==> src/rtl/serial_add_ctrl.sv <==
// rtl/serial_add_ctrl.sv - bit-serial adder controller driving an external 1-bit full adder
//
// Purpose:
//   Captures two WIDTH-bit operands plus a carry-in, feeds them LSB-first to an
//   external combinational full adder one bit per clock, keeps the running carry
//   in a flip-flop and assembles the returned sum bits. The finished sum and
//   carry-out are presented with a one-cycle done pulse.
//
// Ports:
//   clk          system clock, rising edge
//   rst          synchronous active-high reset
//   start        operation request, sampled only in IDLE
//   a_in, b_in   operands, captured when start is accepted
//   ci_in        initial carry-in, captured when start is accepted
//   fa_a, fa_b   operand bits to the full adder (0 outside SHIFT)
//   fa_ci        carry bit to the full adder (0 outside SHIFT)
//   fa_s, fa_co  sum and carry returned by the full adder, same cycle
//   busy         high while bits are being shifted
//   done         one-cycle pulse; sum/co_out valid from this cycle onward
//   sum, co_out  result word and final carry-out, held until the next result

module serial_add_ctrl #(
    parameter int WIDTH = 8
) (
    input  logic             clk,
    input  logic             rst,
    input  logic             start,
    input  logic [WIDTH-1:0] a_in,
    input  logic [WIDTH-1:0] b_in,
    input  logic             ci_in,
    output logic             fa_a,
    output logic             fa_b,
    output logic             fa_ci,
    input  logic             fa_s,
    input  logic             fa_co,
    output logic             busy,
    output logic             done,
    output logic [WIDTH-1:0] sum,
    output logic             co_out
);

    localparam int CW = (WIDTH > 1) ? $clog2(WIDTH) : 1;
    localparam logic [CW-1:0] LAST = CW'(WIDTH - 1);

    typedef enum logic [1:0] {
        IDLE  = 2'd0,
        SHIFT = 2'd1,
        DONE  = 2'd2
    } state_t;

    state_t           state;
    logic [WIDTH-1:0] a_sr;
    logic [WIDTH-1:0] b_sr;
    logic [WIDTH-1:0] sum_sr;
    logic             carry;
    logic [CW-1:0]    cnt;

    always_ff @(posedge clk) begin
        if (rst) begin
            state  <= IDLE;
            a_sr   <= '0;
            b_sr   <= '0;
            sum_sr <= '0;
            carry  <= 1'b0;
            cnt    <= '0;
            sum    <= '0;
            co_out <= 1'b0;
        end else begin
            case (state)
                IDLE: begin
                    if (start) begin
                        a_sr  <= a_in;
                        b_sr  <= b_in;
                        carry <= ci_in;
                        cnt   <= '0;
                        state <= SHIFT;
                    end
                end
                SHIFT: begin
                    a_sr  <= a_sr >> 1;
                    b_sr  <= b_sr >> 1;
                    carry <= fa_co;
                    cnt   <= cnt + 1'b1;
                    if (cnt == LAST) begin
                        // Final bit goes straight into the output word so the
                        // result is visible in the DONE cycle.
                        sum    <= {fa_s, sum_sr[WIDTH-1:1]};
                        co_out <= fa_co;
                        state  <= DONE;
                    end else begin
                        sum_sr <= {fa_s, sum_sr[WIDTH-1:1]};
                    end
                end
                DONE: begin
                    state <= IDLE;
                end
                default: begin
                    state <= IDLE;
                end
            endcase
        end
    end

    // Full-adder drive is gated by state so the cell sees zeros when idle.
    always_comb begin
        busy  = (state == SHIFT);
        done  = (state == DONE);
        fa_a  = busy & a_sr[0];
        fa_b  = busy & b_sr[0];
        fa_ci = busy & carry;
    end

endmodule

==> config.mk <==
export PLATFORM = sky130hd
export DESIGN_NAME = serial_add_ctrl
export DESIGN_NICKNAME = d
export VERILOG_FILES = /design/src/rtl/serial_add_ctrl.sv
export SDC_FILE = /design/constraint.sdc
export NUM_CORES = 1
export LEC_CHECK = 0
export ABC_AREA = 1
export CAP_MARGIN = 20
export CORE_ASPECT_RATIO = 1.25
export CORE_MARGIN = 5
export CORE_UTILIZATION = 54
export CTS_BUF_LIST = sky130_fd_sc_hd__clkbuf_16
export DETAILED_ROUTE_END_ITERATION = 12
export HOLD_SLACK_MARGIN = 0.06
export PLACE_DENSITY = 0.81
export SLEW_MARGIN = 0
export SYNTH_ARGS = -nofsm -noshare
export SYNTH_HDL_FRONTEND = slang
export SYNTH_SLANG_ARGS = --single-unit
==> constraint.sdc <==
create_clock -name clk -period 2.9 [get_ports clk]
set_input_delay 0.58 -clock clk [delete_from_list [all_inputs] [get_ports clk]]
set_output_delay 0.58 -clock clk [all_outputs]
set_load 0.005 [all_outputs]
==> results.md <==
- Along the worst path, the maximum fanout reaches 21.
- Setup repair after global routing left no endpoint under its margin.
- After detailed routing, the average wire length per cell comes to ~9.3 um.
- The part of the Yosys area used for sequential elements is ~43%.
- The total of buffers placed on input and output ports is 35.
- The wire length of the first global-routing pass is around 6000 um.
- The flip-flop and latch count after synthesis is 38.
- Dividing total power by cell area gives a power density of 547 nW/um2.
- On the worst path, the slowest cell contributes a delay of about 0.52 ns.
- The routed design has ~3300 um of wire.
- The vias after detailed routing is 1630.
- Sorting the synthesized cells by area gives the leading types as dfxtp_1 43%, nand2_1 21%, nor2_1 17%.
- After detailed routing, no signal wire sits above met4.
- The clock drives 38 sinks.
- The cell area that synthesis handed to floorplanning was 1780 um2.
- The clock tree synthesis step divided the H-tree into 2 levels.
- The worst setup path is launched from a register.
- The floorplan step defined a die boundary enclosing around 4600 um2.
- The run finished with clean final reports.
- The leading cell type in the layout, fill and taps excluded is nand2_1.
- The signal on the critical path passes through nand2_2, nor2_1, clkdlybuf4s50_1.
- The count of final max-slew check failures was 0.
- The number of nets in the final layout is 346.
- Clock-pin slew was measured on the worst setup and hold paths at ~0.05 ns.
- The largest individual stage delay along the critical path comes from the cell clkdlybuf4s50_1.
- The time the final worst path needs with I/O delays and setup is between 2 and 2.5 ns.
- The yosys synthesis warning count is 0.
- Data on the critical path arrives at its endpoint at 1.66 ns.
- The number of diodes is 0.
- Post-CTS timing repair inserted 0 buffers for setup.
- The detailed-routed wire length on met3 is roughly 220 um.
- The worst hold slack across all endpoints is about 0.47 ns.
- The detailed-routed wire length on met2 is 1640 um.
- The element type at the critical path end is an output port.
- Entering global routing, the biggest net connects 22 pins.
- Relative to the synthesized area, the layout overhead comes to 27.9%.
- Of the post-synthesis cell area, the dominant cell type holds 42.7%.
- For the pin with the worst max-slew slack, the measured transition is 0.515 ns.
- The post-route netlist has under 10% of its cells at a drive strength greater than 1.
- Setup total negative slack on the finished layout was measured at 0 ns.
- The critical path is of the reg2out type.
- Counting buffers and inverters, the worst setup path is 3 cells deep.
- The floorplan die height is 74.2 um.
- In the layout the commonest cells are 99 x nand2_1, 83 x nor2_1, 38 x dfxtp_1.
- The clock latency reported for the late side of the worst-skew pair is between 0.2 and 0.3 ns.
- The clock skew after layout is 0.00242 ns.
- The number of DRC markers in iteration 0 is between 70 and 80.
- The number of optimization iterations in the first detailed-route pass is 4.
- The remaining antenna violation count after routing is 0.
- The tightest min-delay check is of the reg2reg type.
- The biggest area contributor in the post-synthesis netlist is dfxtp_1.
- Dividing the detail-routed via count by the number of cells gives between 4 and 5.
- The total overflow left after global routing is 0.
- The initial core utilization is between 50% and 60%.
- The number of antenna violations at the first check in global routing was 0.
- The via count of the first global-routing pass is approximately 1400.
- The cell family contributing the most delay on the critical path is buffers and inverters.
- The number of setup violations in the final report is 0.
- The number of instances on the worst hold path is 2.
- Together, buffers and inverters on the worst path number 1.
- The post-cts repair resize count is 0.
- The detailed router put a total of approximately 1400 um of wire on met1.
- Detailed placement finished with a half-perimeter wire length of between 2000 and 2500 um.
- The count of endpoints failing hold in the final timing report is 0.
- The remaining routing DRC violations is 0.
- The number of placement rows is 23.
- The TritonCTS clock tree is done.
- The maximum clock frequency is about 0.45 GHz.
- The area of the placeable core is about 3200 um2.
- The number of cells on the worst reg-to-reg path is 6.
- The horizontal die dimension is 61.4 um.
- The cell leakage power is ~1.2 nW.
- The data required time of the critical path is 2.32 ns.
- The maximum vdd drop is approximately 550 uV.
- The worst slew slack as a fraction of its limit is approximately two thirds.
- The total routing usage reported by global routing is ~17%.
- 36 I/O pins were placed.
- After synthesis, the netlist uses 16 different library cells.
- The clock buffer count from CTS is 5.
- The synthesized area per cell is around 6.2 um2.
- The count of hold buffers inserted by post-cts repair is 0.
- In the synthesized netlist, the number of instances is 287.
- The root cell of the clock tree is clkbuf_16.
- The tool flagged a number of max-cap violations equal to 0.
- The maximum clock path buffer count is 2.
- The post-synthesis net count is roughly 310.
- At the end of routability-driven placement, the weighted congestion stood at around 0.78.
- In the finished design, the share of the clock period the worst path needs comes to between 70 and 80%.
cells in the mapped netlist:
| cell | n |
|---|---|
| buf_6 | 2 |
| nand2_4 | 2 |
| ha_1 | 2 |
| buf_2 | 6 |
| buf_4 | 1 |
| nor2_1 | 83 |
| nand2_1 | 99 |
| a21oi_1 | 5 |
| o21ai_0 | 2 |
| clkbuf_1 | 2 |
| nand2_2 | 3 |
| nor2_4 | 1 |
| inv_1 | 36 |
| nand3_1 | 3 |
| inv_2 | 2 |
| dfxtp_1 | 38 |
through the flow:
stage          setup WS [ns]  power, mW  instances  utilization [%]  cell area, um2
2_1_floorplan           1.52      0.697        287                -            1780
3_3_place_gp           0.852      0.751        352             67.0            2140
3_5_place_dp           0.828      0.755        352             67.0            2140
4_1_cts                0.624       1.26        360             71.3            2280
5_1_grt                0.530       1.31        360             71.3            2280
6_report               0.655       1.25        360             71.3            2280
worst min-delay path, cell delays in order, from the launching register on:
cell and delay [ns]:
dfxtp_1 0.31, nand2_1 0.06, a21oi_1 0.05
logic make-up after synthesis:
kind of cell,Yosys count,synth area share (%)
simple gates,191,42.1
buf+inv,49,11.8
flops,38,42.7
compound gates,7,1.97
fa+ha+maj,2,1.40
cell type report:
type                       count  area (um2)
multi-input combinational    200         811
fill                         277         916
timing repair buffer          39         380
sequential                    38         761
inverter                      38         143
clock buffer                   5         125
tap                           37        46.3
clock inverter                 3        12.5
path summary, 6_finish.rpt:
check | startpoint | end | slack [ns]
setup reg to reg | state[0] | a_sr[3] | 1.34
setup / recovery | state[0] | fa_a | 0.66
hold reg to reg | a_sr[7] | a_sr[7] | 0.47
hold / removal | a_sr[7] | a_sr[7] | 0.47
where the power goes:
part / switching, mW / internal (mW)
clock: 0.193 / 0.310
sequential: 0.0144 / 0.555
combinational: 0.0980 / 0.0765
total: 0.305 / 0.942
registers in the layout, indices dropped and copies added (netlist names):
register / count
sum: 8
state: 2
carry: 1
cnt: 3
sum_sr: 7
a_sr: 8
b_sr: 8
co_out: 1
layer usage:
metal	vias up	track usage [%]
li1	897	-
met1	689	19.8
met2	38	28.9
met3	6	4.34
met4	0	7.08
met5	-	0
Power figures use the tool's default switching activity.
